**src/rtl/calib_ctrl_if.sv**
```systemverilog
// Command handshake between the host and the calibration controller.
interface calib_ctrl_if;
    logic        cmd_vld;
    logic [1:0]  cmd;
    logic [11:0] cmd_data;
    logic        cmd_rdy;

    modport master (output cmd_vld, output cmd, output cmd_data, input  cmd_rdy);
    modport slave  (input  cmd_vld, input  cmd, input  cmd_data, output cmd_rdy);
endinterface

```
**src/rtl/calib_ctrl.sv**
```systemverilog
// Calibration sequencer: drives the ADC start, the offset/gain datapath and
// the EEPROM write strobe. All arithmetic lives in the datapath; this block
// only steps through states and registers the final result.
module calib_ctrl #(
    parameter int EEP_WAIT    = 16,
    parameter int CNV_TIMEOUT = 255
) (
    input  logic         clk,
    input  logic         nRST,
    calib_ctrl_if.slave  cif,
    output logic         strt_cnv,
    input  logic         cnv_cmplt,
    output logic         addr,
    output logic         mult,
    output logic         WE,
    output logic         wrtTmp,
    output logic [11:0]  wdata,
    input  logic [11:0]  res,
    output logic [11:0]  temp,
    output logic         res_vld,
    output logic         err
);

    localparam int CMAX = (EEP_WAIT > CNV_TIMEOUT) ? EEP_WAIT : CNV_TIMEOUT;
    localparam int CW   = $clog2(CMAX + 1);
    // Last count value before the wait expires; the counter starts at 0.
    localparam logic [CW-1:0] TO_LAST = CW'(CNV_TIMEOUT - 1);
    localparam logic [CW-1:0] WR_LAST = CW'(EEP_WAIT - 1);

    typedef enum logic [2:0] {
        IDLE, CNV, WAIT_CNV, ADD, MUL, WR, WAIT_WR
    } state_t;

    state_t        state_q, state_d;
    logic [CW-1:0] cnt_q, cnt_d;
    logic [1:0]    cmd_q, cmd_d;
    logic [11:0]   wdata_q, wdata_d;
    logic [11:0]   temp_q, temp_d;
    logic          res_vld_q, res_vld_d;
    logic          err_q, err_d;

    // State and registered outputs; synchronous reset aborts any sequence.
    always_ff @(posedge clk) begin
        if (!nRST) begin
            state_q   <= IDLE;
            cnt_q     <= '0;
            cmd_q     <= 2'b00;
            wdata_q   <= 12'h000;
            temp_q    <= 12'h000;
            res_vld_q <= 1'b0;
            err_q     <= 1'b0;
        end else begin
            state_q   <= state_d;
            cnt_q     <= cnt_d;
            cmd_q     <= cmd_d;
            wdata_q   <= wdata_d;
            temp_q    <= temp_d;
            res_vld_q <= res_vld_d;
            err_q     <= err_d;
        end
    end

    // Next-state: sequencing, wait counting, result capture and error flag.
    always_comb begin
        state_d   = state_q;
        cnt_d     = cnt_q;
        cmd_d     = cmd_q;
        wdata_d   = wdata_q;
        temp_d    = temp_q;
        res_vld_d = 1'b0;
        err_d     = err_q;
        case (state_q)
            IDLE: begin
                if (cif.cmd_vld) begin
                    cmd_d = cif.cmd;
                    err_d = 1'b0;
                    cnt_d = '0;
                    case (cif.cmd)
                        2'b00:        state_d = CNV;
                        2'b01, 2'b10: begin
                            state_d = WR;
                            wdata_d = cif.cmd_data;
                        end
                        default:      err_d = 1'b1;  // reserved: flag and stay
                    endcase
                end
            end
            CNV: begin
                state_d = WAIT_CNV;
                cnt_d   = '0;
            end
            WAIT_CNV: begin
                // Completion is checked first so it wins on the timeout edge.
                if (cnv_cmplt) begin
                    state_d = ADD;
                end else if (cnt_q == TO_LAST) begin
                    state_d = IDLE;
                    err_d   = 1'b1;
                end else begin
                    cnt_d = cnt_q + CW'(1);
                end
            end
            ADD: state_d = MUL;
            MUL: begin
                state_d   = IDLE;
                temp_d    = res;
                res_vld_d = 1'b1;
            end
            WR: begin
                state_d = WAIT_WR;
                cnt_d   = '0;
            end
            WAIT_WR: begin
                if (cnt_q == WR_LAST) state_d = IDLE;
                else                  cnt_d   = cnt_q + CW'(1);
            end
            default: state_d = IDLE;
        endcase
    end

    // Moore decode of the datapath and handshake strobes.
    always_comb begin
        cif.cmd_rdy = 1'b0;
        strt_cnv    = 1'b0;
        addr        = 1'b0;
        mult        = 1'b0;
        WE          = 1'b0;
        wrtTmp      = 1'b0;
        case (state_q)
            IDLE:    cif.cmd_rdy = 1'b1;
            CNV:     strt_cnv    = 1'b1;
            ADD:     wrtTmp      = 1'b1;
            MUL: begin
                addr = 1'b1;
                mult = 1'b1;
            end
            WR: begin
                WE   = 1'b1;
                addr = cmd_q[1];
            end
            WAIT_WR: addr = cmd_q[1];
            default: ;
        endcase
    end

    assign wdata   = wdata_q;
    assign temp    = temp_q;
    assign res_vld = res_vld_q;
    assign err     = err_q;

endmodule

```
**src/flat_wrapper.sv**
```systemverilog
// flat-port wrapper written by rule: the top's interface ports become plain ports
module calib_ctrl_flat 
#(
    parameter int EEP_WAIT    = 16,
    parameter int CNV_TIMEOUT = 255
)
  (clk, nRST, strt_cnv, cnv_cmplt, addr, mult, WE, wrtTmp, wdata, res, temp, res_vld, err, cif_cmd_vld, cif_cmd, cif_cmd_data, cif_cmd_rdy);
  calib_ctrl_if cif_i ();
  input  logic clk;
  input  logic nRST;
  output logic strt_cnv;
  input  logic cnv_cmplt;
  output logic addr;
  output logic mult;
  output logic WE;
  output logic wrtTmp;
  output logic [11:0] wdata;
  input  logic [11:0] res;
  output logic [11:0] temp;
  output logic res_vld;
  output logic err;
  input wire logic [$bits(cif_i.cmd_vld)-1:0] cif_cmd_vld;
  input wire logic [$bits(cif_i.cmd)-1:0] cif_cmd;
  input wire logic [$bits(cif_i.cmd_data)-1:0] cif_cmd_data;
  output wire logic [$bits(cif_i.cmd_rdy)-1:0] cif_cmd_rdy;
  assign cif_i.cmd_vld = cif_cmd_vld;
  assign cif_i.cmd = cif_cmd;
  assign cif_i.cmd_data = cif_cmd_data;
  assign cif_cmd_rdy = cif_i.cmd_rdy;
  calib_ctrl #(.EEP_WAIT(EEP_WAIT), .CNV_TIMEOUT(CNV_TIMEOUT)) u_core (.clk(clk), .nRST(nRST), .cif(cif_i), .strt_cnv(strt_cnv), .cnv_cmplt(cnv_cmplt), .addr(addr), .mult(mult), .WE(WE), .wrtTmp(wrtTmp), .wdata(wdata), .res(res), .temp(temp), .res_vld(res_vld), .err(err));
endmodule
```
**config.mk**
```make
export PLATFORM = sky130hd
export DESIGN_NAME = calib_ctrl_flat
export DESIGN_NICKNAME = d
export VERILOG_FILES = /design/src/rtl/calib_ctrl_if.sv /design/src/rtl/calib_ctrl.sv /design/src/flat_wrapper.sv
export SDC_FILE = /design/constraint.sdc
export NUM_CORES = 1
export LEC_CHECK = 0
export ABC_AREA = 1
export CORE_ASPECT_RATIO = 1.1
export CORE_MARGIN = 2
export CORE_UTILIZATION = 45
export DETAILED_ROUTE_END_ITERATION = 12
export MAX_ROUTING_LAYER = met4
export PLACE_DENSITY = 0.79
export SETUP_SLACK_MARGIN = 0.5
export SYNTH_ARGS = -nofsm -noshare
export SYNTH_HDL_FRONTEND = slang
export SYNTH_SLANG_ARGS = --single-unit
export TNS_END_PERCENT = 100
```
**constraint.sdc**
```tcl
create_clock -name clk -period 1.8 [get_ports clk]
set_input_delay 0.18 -clock clk [delete_from_list [all_inputs] [get_ports clk]]
set_output_delay 0.18 -clock clk [all_outputs]
set_load 0.01 [all_outputs]
```
==> flow_metrics.py, run 1 <==
metrics = {
    "run_status": {
        "status": "finished clean",
    },
    "timing": {
        "fin_crit_ns": 1.489,
        "maxSlewHeadroom_pct": 74.90,
        "hold_ws_ns": 0.2147,
        "setup_viol": 0,
        "tns_ns": 0,
        "worstMarginPinSlew_ns": 0.3725,
        "hold_viol_final": 0,
        "finalClockSkew_ns": 0.004797,
        "setup_slack_ns": 0.3108,
        "rsz0062_at_grt": "yes",
        "fmax_ghz": 0.6715,
        "slew_viol_final": 0,
        "finalCritPeriodShare_pct": 82.74,
    },
    "setup_path": {
        "crit_fanout": 4,
        "cp.required_ns": 2.02,
        "worstReg2RegEnd": "u_core.state_q[1]$_SDFFE_PN0P_",
        "r2r_slack_ns": 0.31,
        "worstSetupPathType": "reg -> reg",
        "rr_startpoint": "u_core.state_q[1]$_SDFFE_PN0P_",
        "worst_setup_path_start_kind": "flop",
        "crit_arrival_ns": 1.71,
        "end_kind": "flop",
        "reg2reg_depth": 10,
    },
    "hold_path": {
        "min_to": "u_core.cmd_q[1]$_SDFFE_PN0P_",
        "hold_depth": 3,
        "hold_path_startpoint": "cif_cmd[1]",
        "hold_class": "in -> reg",
    },
    "place": {
        "post-place-ws_ns": 0.07252,
        "place_congestion": 0.8938,
        "io_buffers": 61,
        "dp_hpwl_um": 3224,
        "place_inst": 367,
    },
    "detailed_routing": {
        "first_iter_violations": 78,
        "ant_nets": 0,
        "num_vias": 1987,
        "vias_per_cell": 5.018,
        "drt_wl_total_um": 5591,
        "drt_pass1_iterations": 4,
        "top_layer": "met4",
        "wl_per_cell_um": 14.12,
        "met2_length_um": 2982,
        "route.detailed.drc": 0,
        "wl_met1_um": 2208,
        "wl_met3_um": 258,
    },
    "grt": {
        "grt_max_degree": 20,
        "grt_pass1_wl_um": 8155,
        "grt_usage_pct": 23.09,
        "grt_overflow": 0,
        "grt_pass1_vias": 1885,
        "antenna_found_initial": 0,
    },
    "synth": {
        "syn-cell-area_mm2": 0.001847,
        "synth_warnings": 0,
        "synth_seq_cells": 38,
        "seq_area_frac_synth_pct": 41.19,
        "synth.avg_cell_area_um2": 7.186,
        "syn-num-nets": 291,
        "ys_types": 29,
        "netlist_instances": 257,
    },
    "power": {
        "finalPower_mw": 4.154,
        "powerDensity_mw_per_mm2": 1340,
        "clkPwrFrac_pct": 14.9,
        "power.internal_mw": 2.404,
        "p_sw_mw": 1.750,
        "max-vdd-ir-drop_mv": 0.7273,
        "combPwrFrac_pct": 54.8,
        "power_frac_seq_pct": 30.3,
        "p_sw_share_pct": 42.13,
        "total_leakage_power_nw": 1.341,
    },
    "clocking": {
        "clkLatencyLatePin_ns": 0.29,
        "numCtsBuffers": 5,
        "cts_hold_buf": 0,
        "htree_levels": 2,
        "clk_root_buffer_cell": "clkbuf_8",
        "clk_pin_slew_ns": 0.07,
        "clk_path_buf_depth": 2,
        "cts_tree": "yes",
        "cts_sinks": 38,
    },
    "finish": {
        "syn_to_final_growth_pct": 67.82,
        "layout_commonest_cell": "nor2_1",
        "fin_cells": 396,
        "fillers": 285,
        "num_antenna_cells": 0,
        "final_cell_mix": "nor2_1 (43), nand2_1 (36), dfxtp_1 (29)",
        "nNetsFinal": 377,
        "drive_gt1_share_pct": 37.79,
    },
    "floorplanning": {
        "dieArea_mm2": 0.004633,
        "rows": 24,
        "core_area_mm2": 0.003964,
        "die_h_um": 71.19,
        "initial_core_util_pct": 46.59,
        "dieWidth_um": 65.08,
        "io_pins": 62,
    },
    "run": {
        "maxCapViolCount": 0,
    },
}
[cell type report]
| cell class | instances | area (um^2) | area share (%) |
|---|---|---|---|
| multi-input cells | 185 | 1244 | 40.13 |
| repair buffers | 87 | 800.8 | 25.84 |
| flip-flops and latches | 38 | 787.0 | 25.39 |
| inverters | 26 | 107.6 | 3.472 |
| clock buffers | 6 | 82.58 | 2.665 |
| well taps | 52 | 65.06 | 2.099 |
| clock inverters | 2 | 12.51 | 0.4037 |
[worst max-delay path, stage by stage, from the launching register on]
cell and delay [ns]:
dfxtp_4 0.37, nor2_4 0.14, inv_2 0.07, nor2_4 0.15, buf_6 0.14, o21ai_1 0.12, nand2_2 0.10, inv_2 0.05
nand2_2 0.09, inv_2 0.06, a21oi_2 0.12
[state kept, by name, indices dropped and copies added, names as in the netlist]
signal / flops
u_core.cmd_q: 1
u_core.cnt_q: 8
u_core.err: 1
u_core.res_vld: 1
u_core.state_q: 3
u_core.temp: 12
u_core.wdata: 12
[power groups by stage]
stage | Combinational, mW | Sequential [mW] | Clock [mW]
2_1_floorplan | 0.981 | 1.30 | 0
3_3_place_gp | 1.65 | 1.24 | 0
3_5_place_dp | 1.68 | 1.24 | 0
4_1_cts | 1.85 | 1.23 | 0.634
5_1_grt | 2.44 | 1.28 | 0.669
6_report | 2.28 | 1.26 | 0.621
[Yosys cell counts]
cell type	n	area, um^2
ha_1	4	50.05
nand3_2	1	10.01
dfxtp_1	38	760.7
a21oi_1	21	105.1
nor2_2	5	31.28
a211oi_1	1	7.510
nor3_1	2	10.01
o21bai_1	4	30.03
clkbuf_1	3	11.26
nor2_8	1	20.02
inv_2	7	26.28
o21ai_1	1	5.000
nor2_1	48	180.2
buf_4	1	7.510
nand2_2	5	31.28
o21ai_0	17	85.08
nor3b_1	2	15.01
inv_1	17	63.81
a21oi_4	1	16.27
nor2_4	4	45.04
nand2_1	42	157.7
nor2b_1	1	6.260
clkinv_1	1	3.750
buf_2	3	15.01
clkinv_4	1	8.760
nand4_1	1	6.260
nand3_1	23	115.1
buf_6	1	11.26
nand2_4	1	11.26
[stage by stage]
step	instance area (um^2)	utilization (%)
3_3_place_gp	2524	63.67
5_1_grt	3099	78.19
3_5_place_dp	2524	63.67
4_1_cts	2800	70.64
6_report	3099	78.19
2_1_floorplan	1859	-
[how the worst max path moves through the flow]
stage | start | slack, ns | to | depth (start not counted)
after global placement | cif_cmd[0] | 0.11 | u_core.state_q[2]$_SDFFE_PN0P_ | 10
after global routing | u_core.state_q[1]$_SDFFE_PN0P_ | 0.25 | u_core.state_q[1]$_SDFFE_PN0P_ | 10
final | u_core.state_q[1]$_SDFFE_PN0P_ | 0.31 | u_core.state_q[1]$_SDFFE_PN0P_ | 10
after CTS | u_core.cnt_q[0]$_SDFFE_PN0P_ | 0.39 | u_core.err$_SDFFE_PN0P_ | 10
after floorplan | u_core.cnt_q[0]$_SDFFE_PN0P_ | 0.44 | u_core.cnt_q[1]$_SDFFE_PN0P_ | 10
after detailed placement | cif_cmd[1] | 0.07 | u_core.state_q[2]$_SDFFE_PN0P_ | 10
[layer usage]
| layer | GRT usage (%) | up-vias |
|---|---|---|
| li1 | - | 996 |
| met1 | 24.85 | 927 |
| met2 | 41.01 | 50 |
| met3 | 4.610 | 14 |
| met4 | 9.722 | 0 |
| met5 | - | - |
[kinds of logic after synthesis]
| family | count (synthesis) | synth area share, % |
|---|---|---|
| adders and majority gates | 4 | 2.710 |
| buffers and inverters | 34 | 7.994 |
| AOI/OAI and AO/OA | 45 | 13.48 |
| and+or+nand+nor | 136 | 34.62 |
| DFF | 38 | 41.19 |
[timing repair]
action,4_1_cts,5_1_grt
pin swaps,21,31
gates resized for setup,75,66
endpoints found under the setup margin,57,30
gates cloned,0,0
setup buffers,14,7
No activity file was read; power rests on OpenSTA's default activity.
==> inputs of run 2 (changes only) <==
==> constraint.sdc (replaced) <==
create_clock -name clk -period 1.5 [get_ports clk]
set_input_delay 0.15 -clock clk [delete_from_list [all_inputs] [get_ports clk]]
set_output_delay 0.15 -clock clk [all_outputs]
set_load 0.01 [all_outputs]
==> run 2 against run 1 <==
  * Clock skew up 0.0028 ns
  * Cell count up 1.5%
  * Flip-flop and latch count unchanged
  * Combinational power up 21%
  * Wire length down 2.0%
  * Setup slack worse by 0.28 ns
  * Critical path type unchanged
  * Largest cell class unchanged
  * Highest routed layer unchanged
==> flow_metrics.py, run 2 (synthesis results as in run 1) <==
metrics = {
    "run_status": {
        "status": "finished clean",
    },
    "grt": {
        "antenna_found_initial": 0,
        "grt_pass1_vias": 1786,
        "grt_pass1_wl_um": 7562,
        "grt_usage_pct": 21.47,
        "grt_overflow": 0,
        "grt_max_degree": 20,
    },
    "timing": {
        "finalClockSkew_ns": 0.007632,
        "fin_crit_ns": 1.467,
        "worstMarginPinSlew_ns": 0.3002,
        "rsz0062_at_grt": "yes",
        "maxSlewHeadroom_pct": 79.94,
        "hold_viol_final": 0,
        "finalCritPeriodShare_pct": 97.79,
        "setup_viol": 0,
        "fmax_ghz": 0.6817,
        "slew_viol_final": 0,
    },
    "clocking": {
        "cts_tree": "yes",
        "numCtsBuffers": 5,
        "clk_path_buf_depth": 2,
        "cts_hold_buf": 0,
        "htree_levels": 2,
        "cts_sinks": 38,
        "clk_pin_slew_ns": 0.08,
        "clkLatencyLatePin_ns": 0.29,
        "clk_root_buffer_cell": "clkbuf_8",
    },
    "floorplanning": {
        "dieWidth_um": 65.08,
        "core_area_mm2": 0.003964,
        "die_h_um": 71.19,
        "io_pins": 62,
        "rows": 24,
        "initial_core_util_pct": 46.59,
        "dieArea_mm2": 0.004633,
    },
    "finish": {
        "seqCellArea_um2": 805.8,
        "fillers": 267,
        "syn_to_final_growth_pct": 65.99,
        "multi_input_area_mm2": 0.001224,
        "num_antenna_cells": 0,
        "fin_cells": 402,
        "final_cell_mix": "nor2_1 (42), nand2_1 (36), clkdlybuf4s50_1 (29)",
        "drive_gt1_share_pct": 49.71,
        "layout_commonest_cell": "nor2_1",
        "nNetsFinal": 383,
    },
    "detailed_routing": {
        "ant_nets": 0,
        "wl_per_cell_um": 13.63,
        "route.detailed.drc": 0,
        "first_iter_violations": 93,
        "vias_per_cell": 5.052,
        "num_vias": 2031,
        "drt_wl_total_um": 5478,
        "drt_pass1_iterations": 4,
    },
    "place": {
        "place_inst": 376,
        "place_congestion": 0.9177,
        "io_buffers": 61,
        "dp_hpwl_um": 3316,
    },
    "power": {
        "power_frac_seq_pct": 31.0,
        "total_leakage_power_nw": 1.303,
        "combPwrFrac_pct": 55.1,
        "powerDensity_mw_per_mm2": 1631,
        "clkPwrFrac_pct": 13.9,
        "finalPower_mw": 5.000,
        "max-vdd-ir-drop_mv": 0.8044,
        "p_sw_share_pct": 41.54,
        "p_sw_mw": 2.077,
        "power.internal_mw": 2.923,
    },
    "setup_path": {
        "end_kind": "flop",
        "cp.required_ns": 1.73,
        "crit_arrival_ns": 1.70,
        "worstSetupPathType": "reg -> reg",
        "crit_fanout": 5,
        "worst_setup_path_start_kind": "flop",
    },
    "hold_path": {
        "hold_class": "in -> reg",
    },
    "run": {
        "maxCapViolCount": 0,
    },
}
==> run 2: power groups by stage <==
stage	Clock, mW	Combinational [mW]	Sequential [mW]
floorplan	0	1.22	1.57
global placement	0	2.14	1.49
detailed placement	0	2.17	1.50
CTS	0.710	2.35	1.49
global route	0.762	2.97	1.58
finish	0.695	2.76	1.55
==> run 2: critical path, cell delays in order (launching register included) <==
cell	delay, ns
dfxtp_4	0.37
inv_2	0.04
ha_4	0.14
nand2_2	0.06
nor2_2	0.03
nand2_2	0.09
nor2_4	0.06
nor2_4	0.22
buf_6	0.14
nand3_2	0.06
nand2_1	0.08
inv_1	0.04
nor2_1	0.08
==> run 2: path summary, 6_finish.rpt <==
kind / from / endpoint / slack (ns) / cells after the start
setup / recovery: u_core.cnt_q[0]$_SDFFE_PN0P_ / u_core.cnt_q[5]$_SDFFE_PN0P_ / 0.03 / 12
hold / removal: cif_cmd_data[7] / u_core.wdata[7]$_SDFFE_PN0P_ / 0.42 / 3
setup reg to reg: u_core.cnt_q[0]$_SDFFE_PN0P_ / u_core.cnt_q[5]$_SDFFE_PN0P_ / 0.03 / 12
hold reg to reg: u_core.temp[0]$_SDFFE_PN0P_ / u_core.temp[0]$_SDFFE_PN0P_ / 0.47 / 2
==> run 2: metrics by stage <==
stage / setup TNS (ns) / hold WS, ns / cell area [um^2] / setup WS [ns] / util [%]
after floorplan: 0 / 0.3011 / 1889 / 0.1503 / -
after global placement: -0.3690 / 0.4474 / 2618 / -0.1114 / 66.04
after detailed placement: -0.7752 / 0.4544 / 2618 / -0.1497 / 66.04
after CTS: 0 / 0.4219 / 2850 / 0.05682 / 71.91
after global routing: -0.2389 / 0.4274 / 3065 / -0.04925 / 77.34
final: 0 / 0.4212 / 3065 / 0.03317 / 77.34
==> run 2: per-layer routing <==
metal / up-vias / global-route usage, % / routed length [um]
li1: 1004 / - / -
met2: 71 / 34.59 / 2851
met3: 10 / 5.564 / 333
met1: 946 / 25.50 / 2197
met4: 0 / 8.796 / 95
met5: - / - / 0
==> run 2: repair_timing <==
item	4_1_cts	5_1_grt
pin swaps	21	15
setup endpoints to repair	69	62
buffers inserted	10	8
resized for setup	139	88
==> run 2: final cells by class <==
class / count / area share [%]
repair buffers: 93 / 25.27
clock buffers: 6 / 2.367
clock inverters: 2 / 0.4490
multi-input cells: 185 / 39.92
flip-flops and latches: 38 / 26.29
well taps: 52 / 2.122
inverters: 26 / 3.592
